<file path="src/rtl/trap_unit.sv">
// -----------------------------------------------------------------------------
// trap_unit
//
// Machine-mode trap and return sequencer with its CSR file. A non-zero cause on
// a valid instruction saves the PC and cause, clears MIE, and redirects fetch
// to mtvec. An mret restores MIE and redirects to mepc. While a sequence is in
// flight, stall holds the pipeline and all inputs are ignored.
//
// Ports
//   clk             rising-edge clock
//   rst             asynchronous active-high reset
//   instr_valid     execute-stage instruction is valid this cycle
//   scause_in[7:0]  decoded cause (0x00 none, 0x02 illegal, 0x0B ecall)
//   is_mret         decoder flagged mret
//   pc_in[31:0]     PC of the current instruction
//   instr_in[31:0]  raw instruction word (feeds mtval)
//   csr_we          CSR write strobe
//   csr_addr[11:0]  CSR address for read and write
//   csr_wdata[31:0] CSR write data
//   csr_rdata[31:0] combinational read of csr_addr, 0 for unimplemented CSRs
//   stall           high whenever the sequencer is not idle
//   redirect_valid  one-cycle pulse: fetch must load redirect_pc
//   redirect_pc     trap vector or return address
//
// Configuration
//   TRAP_MTVAL_EN   when defined, builds mtval (0x343); otherwise 0x343 reads
//                   0 and ignores writes.
// -----------------------------------------------------------------------------
module trap_unit (
    input  logic        clk,
    input  logic        rst,
    input  logic        instr_valid,
    input  logic [7:0]  scause_in,
    input  logic        is_mret,
    input  logic [31:0] pc_in,
    input  logic [31:0] instr_in,
    input  logic        csr_we,
    input  logic [11:0] csr_addr,
    input  logic [31:0] csr_wdata,
    output logic [31:0] csr_rdata,
    output logic        stall,
    output logic        redirect_valid,
    output logic [31:0] redirect_pc
);

    localparam logic [11:0] ADDR_MSTATUS = 12'h300;
    localparam logic [11:0] ADDR_MTVEC   = 12'h305;
    localparam logic [11:0] ADDR_MEPC    = 12'h341;
    localparam logic [11:0] ADDR_MCAUSE  = 12'h342;
`ifdef TRAP_MTVAL_EN
    localparam logic [11:0] ADDR_MTVAL   = 12'h343;
    localparam logic [7:0]  CAUSE_ILLEGAL = 8'h02;
`endif
    localparam logic [7:0]  CAUSE_NONE   = 8'h00;

    typedef enum logic [1:0] {
        IDLE = 2'd0,
        SAVE = 2'd1,
        TVEC = 2'd2,
        RET  = 2'd3
    } state_t;

    state_t state, next_state;

    // CSR state. mtvec and mepc keep only bits [31:2]; the low bits read 0.
    logic        mie;
    logic        mpie;
    logic [29:0] mtvec_base;
    logic [29:0] mepc_word;
    logic [31:0] mcause;

    // Values captured at trap acceptance so that input changes during SAVE
    // cannot corrupt what is written into the CSRs.
    logic [29:0] cap_pc;
    logic [7:0]  cap_cause;

`ifdef TRAP_MTVAL_EN
    logic [31:0] mtval;
    logic [31:0] cap_instr;
`else
    logic        unused_instr;
    assign unused_instr = ^instr_in;
`endif

    logic trap_take;
    logic mret_take;
    logic csr_take;

    // Acceptance decode: trap beats mret, and either beats a CSR write.
    assign trap_take = (state == IDLE) && instr_valid && (scause_in != CAUSE_NONE);
    assign mret_take = (state == IDLE) && instr_valid && is_mret && !trap_take;
    assign csr_take  = (state == IDLE) && csr_we && !trap_take && !mret_take;

    // NOTE: every output of a combinational block gets a default first, so no
    // path leaves it unassigned and no latch is inferred.
    always_comb begin
        next_state     = state;
        stall          = 1'b1;
        redirect_valid = 1'b0;
        redirect_pc    = 32'h0;
        unique case (state)
            IDLE: begin
                stall = 1'b0;
                if (trap_take)      next_state = SAVE;
                else if (mret_take) next_state = RET;
            end
            SAVE: next_state = TVEC;
            TVEC: begin
                redirect_valid = 1'b1;
                redirect_pc    = {mtvec_base, 2'b00};
                next_state     = IDLE;
            end
            RET: begin
                redirect_valid = 1'b1;
                redirect_pc    = {mepc_word, 2'b00};
                next_state     = IDLE;
            end
            default: next_state = IDLE;
        endcase
    end

    always_comb begin
        csr_rdata = 32'h0;
        unique case (csr_addr)
            ADDR_MSTATUS: csr_rdata = {24'h0, mpie, 3'b000, mie, 3'b000};
            ADDR_MTVEC:   csr_rdata = {mtvec_base, 2'b00};
            ADDR_MEPC:    csr_rdata = {mepc_word, 2'b00};
            ADDR_MCAUSE:  csr_rdata = mcause;
`ifdef TRAP_MTVAL_EN
            ADDR_MTVAL:   csr_rdata = mtval;
`endif
            default:      csr_rdata = 32'h0;
        endcase
    end

    // NOTE: sequential state uses non-blocking assignments only, so every
    // register samples pre-edge values regardless of statement order.
    // All registers here are few and architecturally visible, so all are reset.
    always_ff @(posedge clk or posedge rst) begin
        if (rst) begin
            state      <= IDLE;
            mie        <= 1'b0;
            mpie       <= 1'b0;
            mtvec_base <= '0;
            mepc_word  <= '0;
            mcause     <= '0;
            cap_pc     <= '0;
            cap_cause  <= '0;
`ifdef TRAP_MTVAL_EN
            mtval      <= '0;
            cap_instr  <= '0;
`endif
        end else begin
            state <= next_state;

            if (trap_take) begin
                cap_pc    <= pc_in[31:2];
                cap_cause <= scause_in;
`ifdef TRAP_MTVAL_EN
                cap_instr <= instr_in;
`endif
            end

            // CSR writes only land from IDLE; SAVE/RET updates below only
            // happen outside IDLE, so the two never collide.
            if (csr_take) begin
                unique case (csr_addr)
                    ADDR_MSTATUS: begin
                        mie  <= csr_wdata[3];
                        mpie <= csr_wdata[7];
                    end
                    ADDR_MTVEC:  mtvec_base <= csr_wdata[31:2];
                    ADDR_MEPC:   mepc_word  <= csr_wdata[31:2];
                    ADDR_MCAUSE: mcause     <= csr_wdata;
`ifdef TRAP_MTVAL_EN
                    ADDR_MTVAL:  mtval      <= csr_wdata;
`endif
                    default: ;
                endcase
            end

            if (state == SAVE) begin
                mepc_word <= cap_pc;
                mcause    <= {24'h0, cap_cause};
                mpie      <= mie;
                mie       <= 1'b0;
`ifdef TRAP_MTVAL_EN
                mtval     <= (cap_cause == CAUSE_ILLEGAL) ? cap_instr : 32'h0;
`endif
            end

            if (state == RET) begin
                mie  <= mpie;
                mpie <= 1'b1;
            end
        end
    end

endmodule

</file>
<file path="config.mk">
export PLATFORM = sky130hd
export DESIGN_NAME = trap_unit
export DESIGN_NICKNAME = d
export VERILOG_FILES = /design/src/rtl/trap_unit.sv
export SDC_FILE = /design/constraint.sdc
export NUM_CORES = 1
export LEC_CHECK = 0
export CAP_MARGIN = 20
export CORE_UTILIZATION = 35
export CTS_CLUSTER_SIZE = 16
export DETAILED_ROUTE_END_ITERATION = 8
export GPL_TIMING_DRIVEN = 0
export SYNTH_ARGS = -nofsm -noshare
export SYNTH_HDL_FRONTEND = slang
export SYNTH_SLANG_ARGS = --single-unit
</file>
<file path="constraint.sdc">
create_clock -name clk -period 4.3 [get_ports clk]
set_input_delay 0.43 -clock clk [delete_from_list [all_inputs] [get_ports clk]]
set_output_delay 0.43 -clock clk [all_outputs]
set_load 0.02 [all_outputs]
</file>
==> impl_metrics.prom <==
# TYPE chip_impl_metric gauge
chip_impl_metric{name="post_synth_inst_count",unit=""} 656
chip_impl_info{name="hold_path.class",value="input port to async pin"} 1
chip_impl_metric{name="layout_setup_ws",unit="ns"} 0.332
chip_impl_metric{name="starting_utilization_of_the_core_area",unit="%"} 35.9
chip_impl_metric{name="drt.antenna.violating_nets",unit=""} 0
chip_impl_metric{name="cp_data_required_time",unit="ns"} 3.87
chip_impl_metric{name="postCtsHoldBufs",unit=""} 0
chip_impl_metric{name="synth.avg_cell_area",unit="um^2"} 10.7
chip_impl_info{name="cp-end-kind",value="output port"} 1
chip_impl_metric{name="grt_overflow_total",unit=""} 0
chip_impl_metric{name="numPortBuffers",unit=""} 150
chip_impl_info{name="grt_setup_unrepaired",value="false"} 1
chip_impl_metric{name="worst-endpoint-arrival",unit="ns"} 3.54
chip_impl_metric{name="seqCellArea",unit="um^2"} 3350
chip_impl_metric{name="gates_resized_cts_repair",unit=""} 0
chip_impl_metric{name="synth.cell_area",unit="um^2"} 7000
chip_impl_metric{name="fill_cell_total_of_the_finished_layout",unit=""} 1887
chip_impl_metric{name="finalWorstPathRequiredPeriod",unit="ns"} 3.97
chip_impl_metric{name="route.final.wire_length",unit="um"} 22600
chip_impl_info{name="root_buffer_cell",value="clkbuf_16"} 1
chip_impl_metric{name="slew_violations",unit=""} 0
chip_impl_metric{name="post-cts-setup-buffers",unit=""} 0
chip_impl_metric{name="ctsHtreeMaxLevel",unit=""} 4
chip_impl_metric{name="cts_buffer_depth",unit=""} 2
chip_impl_info{name="cts_tree",value="done"} 1
chip_impl_metric{name="drt_drc_violations_left",unit=""} 0
chip_impl_metric{name="grt_max_degree",unit=""} 93
chip_impl_metric{name="drt_iter0_markers",unit=""} 447
chip_impl_metric{name="floorplan.die.width",unit="um"} 143
chip_impl_metric{name="drt-wirelength-per-cell",unit="um"} 20.5
chip_impl_info{name="main_flop_type_after_synthesis",value="dfrtp_1"} 1
chip_impl_metric{name="clkLatencyLatePin",unit="ns"} 0.42
chip_impl_metric{name="floorplan.die_area",unit="um^2"} 20600
chip_impl_metric{name="synth-seq-cells",unit=""} 134
chip_impl_metric{name="drt_pre_antenna_iters",unit=""} 5
chip_impl_metric{name="min_period_over_period",unit="%"} 92.3
chip_impl_metric{name="weighted_congestion_reported_at_the_end_of_routability_driven_placement",unit=""} 0.759
chip_impl_metric{name="antenna_found_initial",unit=""} 0
chip_impl_metric{name="post_route_cells_drive_above_1_share",unit="%"} 13.5
chip_impl_metric{name="drv_cap",unit=""} 0
chip_impl_metric{name="first_pass_grt_wire_length",unit="um"} 34700
chip_impl_metric{name="synth.lib_cells_used.distinct",unit=""} 46
chip_impl_metric{name="layout_overhead_on_the_synthesized_area",unit="%"} 35.6
chip_impl_metric{name="fp-row-count",unit=""} 51
chip_impl_metric{name="cts.clk_slew.worst_paths",unit="ns"} 0.05
chip_impl_metric{name="num_antenna_cells",unit=""} 0
chip_impl_metric{name="ios",unit=""} 187
chip_impl_metric{name="placement.setup.worst_slack",unit="ns"} 0.366
chip_impl_metric{name="final_count_of_negative_setup_slack_endpoints",unit=""} 0
chip_impl_metric{name="total_leakage_power",unit="nW"} 4.00
chip_impl_metric{name="critical_path_peak_fanout",unit=""} 10
chip_impl_metric{name="timing.final.hold_violations",unit=""} 0
chip_impl_metric{name="multi_input_comb_area",unit="um^2"} 3320
chip_impl_metric{name="place.detailed.hpwl",unit="um"} 15700
chip_impl_metric{name="seq_area_frac_synth",unit="%"} 47.9
chip_impl_metric{name="postSynth.asyncResetShare",unit="%"} 100
chip_impl_metric{name="synth_edf_count",unit=""} 0
chip_impl_metric{name="pwr_density_cell",unit="nW/um^2"} 553
chip_impl_metric{name="worst_clock_skew",unit="ns"} 0.00573
chip_impl_metric{name="number_of_global_route_vias_before_repair",unit=""} 5969
chip_impl_info{name="worst_setup_start_kind",value="input port"} 1
chip_impl_metric{name="detailroute.via_count",unit=""} 6002
chip_impl_metric{name="relSlewSlack",unit="%"} 43.7
chip_impl_metric{name="synthesis.yosys.warnings",unit=""} 0
chip_impl_info{name="run_status",value="completed"} 1
chip_impl_metric{name="clock.fmax",unit="MHz"} 252
chip_impl_metric{name="worstMarginPinSlew",unit="ns"} 0.843
chip_impl_metric{name="numClockSinks",unit=""} 134
chip_impl_metric{name="numCtsBuffers",unit=""} 17
chip_impl_metric{name="worst_ir_drop_vdd",unit="mV"} 0.269
chip_impl_metric{name="finish.net_count",unit=""} 948
chip_impl_info{name="criticalPathCategory",value="input port to output port"} 1
chip_impl_metric{name="floorplan.die.height",unit="um"} 143
chip_impl_metric{name="globalRouteTotalUtil",unit="%"} 22.7
chip_impl_metric{name="mean_number_of_vias_per_cell",unit=""} 5.44
chip_impl_metric{name="tns",unit="ns"} 0
chip_impl_metric{name="core-area",unit="um^2"} 19500
==> flip-flops by register name, indices dropped and copies added (netlist names) <==
signal	cells
mepc_word	30
mpie	1
mcause	32
cap_cause	8
mie	1
mtvec_base	30
cap_pc	30
state	2
==> Yosys cell counts, types with 2 or more instances <==
master    instances  area, um^2
a31oi_1          38         238
nor2b_1          32         200
a21oi_1           2        10.0
nand3_1          31         155
mux2_1           30         338
nor3b_1           2        15.0
buf_2            27         135
o21ai_0          30         150
mux2_2           38         428
nand2_1          51         191
clkbuf_1         30         113
nor4b_2           2        30.0
a31o_2            2        17.5
nor4_1            2        12.5
nand4_1          10        62.6
buf_6             2        22.5
dfrtp_1         134        3350
inv_1             2        7.51
o31ai_1           8        60.1
mux2i_1          54         541
nor2_1           39         146
a221o_1          30         300
and2_1            4        25.0
and3_1           31         194
buf_4             2        15.0
a22o_1            2        17.5
buf_8             2        30.0
==> cell type report <==
| cell class | count | share of cell area (%) |
|---|---|---|
| plain buffers | 64 | 3.36 |
| clock inverters | 9 | 1.57 |
| repair buffers | 151 | 16.1 |
| inverters | 2 | 0.132 |
| well taps | 265 | 3.49 |
| flip-flops and latches | 134 | 35.3 |
| clock buffers | 22 | 5.00 |
| multi-input cells | 457 | 35.0 |
==> worst paths after layout <==
kind                              from       endpoint  slack (ns)  depth (start not counted)
min in group clk             cap_pc[7]      cap_pc[7]        0.51                          1
hold / removal                     rst     cap_pc[16]        0.40                          2
max in group asynchronous          rst     cap_pc[27]        3.11                          3
hold reg to reg              cap_pc[7]      cap_pc[7]        0.51                          1
setup reg to reg              state[0]   mepc_word[6]        2.10                          6
setup / recovery           csr_addr[8]  csr_rdata[14]        0.33                          7
==> through the flow <==
stage / cells / total power [mW] / utilization, % / hold slack (ns) / instance area (um^2)
6_report: 1104 / 5.25 / 48.6 / 0.395 / 9490
5_1_grt: 1104 / 5.53 / 48.6 / 0.442 / 9490
4_1_cts: 1104 / 5.28 / 48.6 / 0.408 / 9490
3_5_place_dp: 1073 / 3.70 / 45.4 / 0.496 / 8870
3_3_place_gp: 1072 / 3.67 / 45.3 / 0.492 / 8840
2_1_floorplan: 657 / 3.03 / - / 0.481 / 7000
==> routing by layer <==
metal	GRT usage, %	share of wire (%)	up-vias
met5	0	0	-
met2	35.4	46	229
met3	4.57	6.2	26
li1	-	-	2758
met1	31.8	46	2989
met4	6.77	1.4	0
==> where the power goes <==
part	internal [mW]	switching [mW]
clock network	1.01	0.549
logic	0.806	0.988
registers	1.65	0.250
==> cells by family after synthesis <==
logic type | Yosys count | share of synthesized area, %
DFF | 134 | 47.9
muxes | 122 | 18.7
buffers and inverters | 66 | 4.66
AOI/OAI and AO/OA | 116 | 11.9
other | 1 | 0.0536
and+or+nand+nor | 217 | 16.8
==> critical path: stages <==
cell             delay, ns
clkdlybuf4s50_1       0.44
nor3b_1               0.69
and4_1                0.30
buf_2                 0.17
clkbuf_1              0.58
a221o_1               0.31
clkdlybuf4s50_1       0.61
==> placed cells by master, fill, tap and decap left out, drive strengths merged, types with 3 or more instances in the layout <==
master,instances
mux2i,54
clkbuf,52
nand2,52
nor2b,32
nor4b,3
mux2,68
o21ai,30
and2,4
o31ai,8
and3,31
clkinv,5
dfrtp,134
nand4,10
clkdlybuf4s50,150
a31oi,39
bufinv,4
a221o,30
buf,35
nor4,4
nor2,39
nand3,31
(Power assumes the default switching activity.)
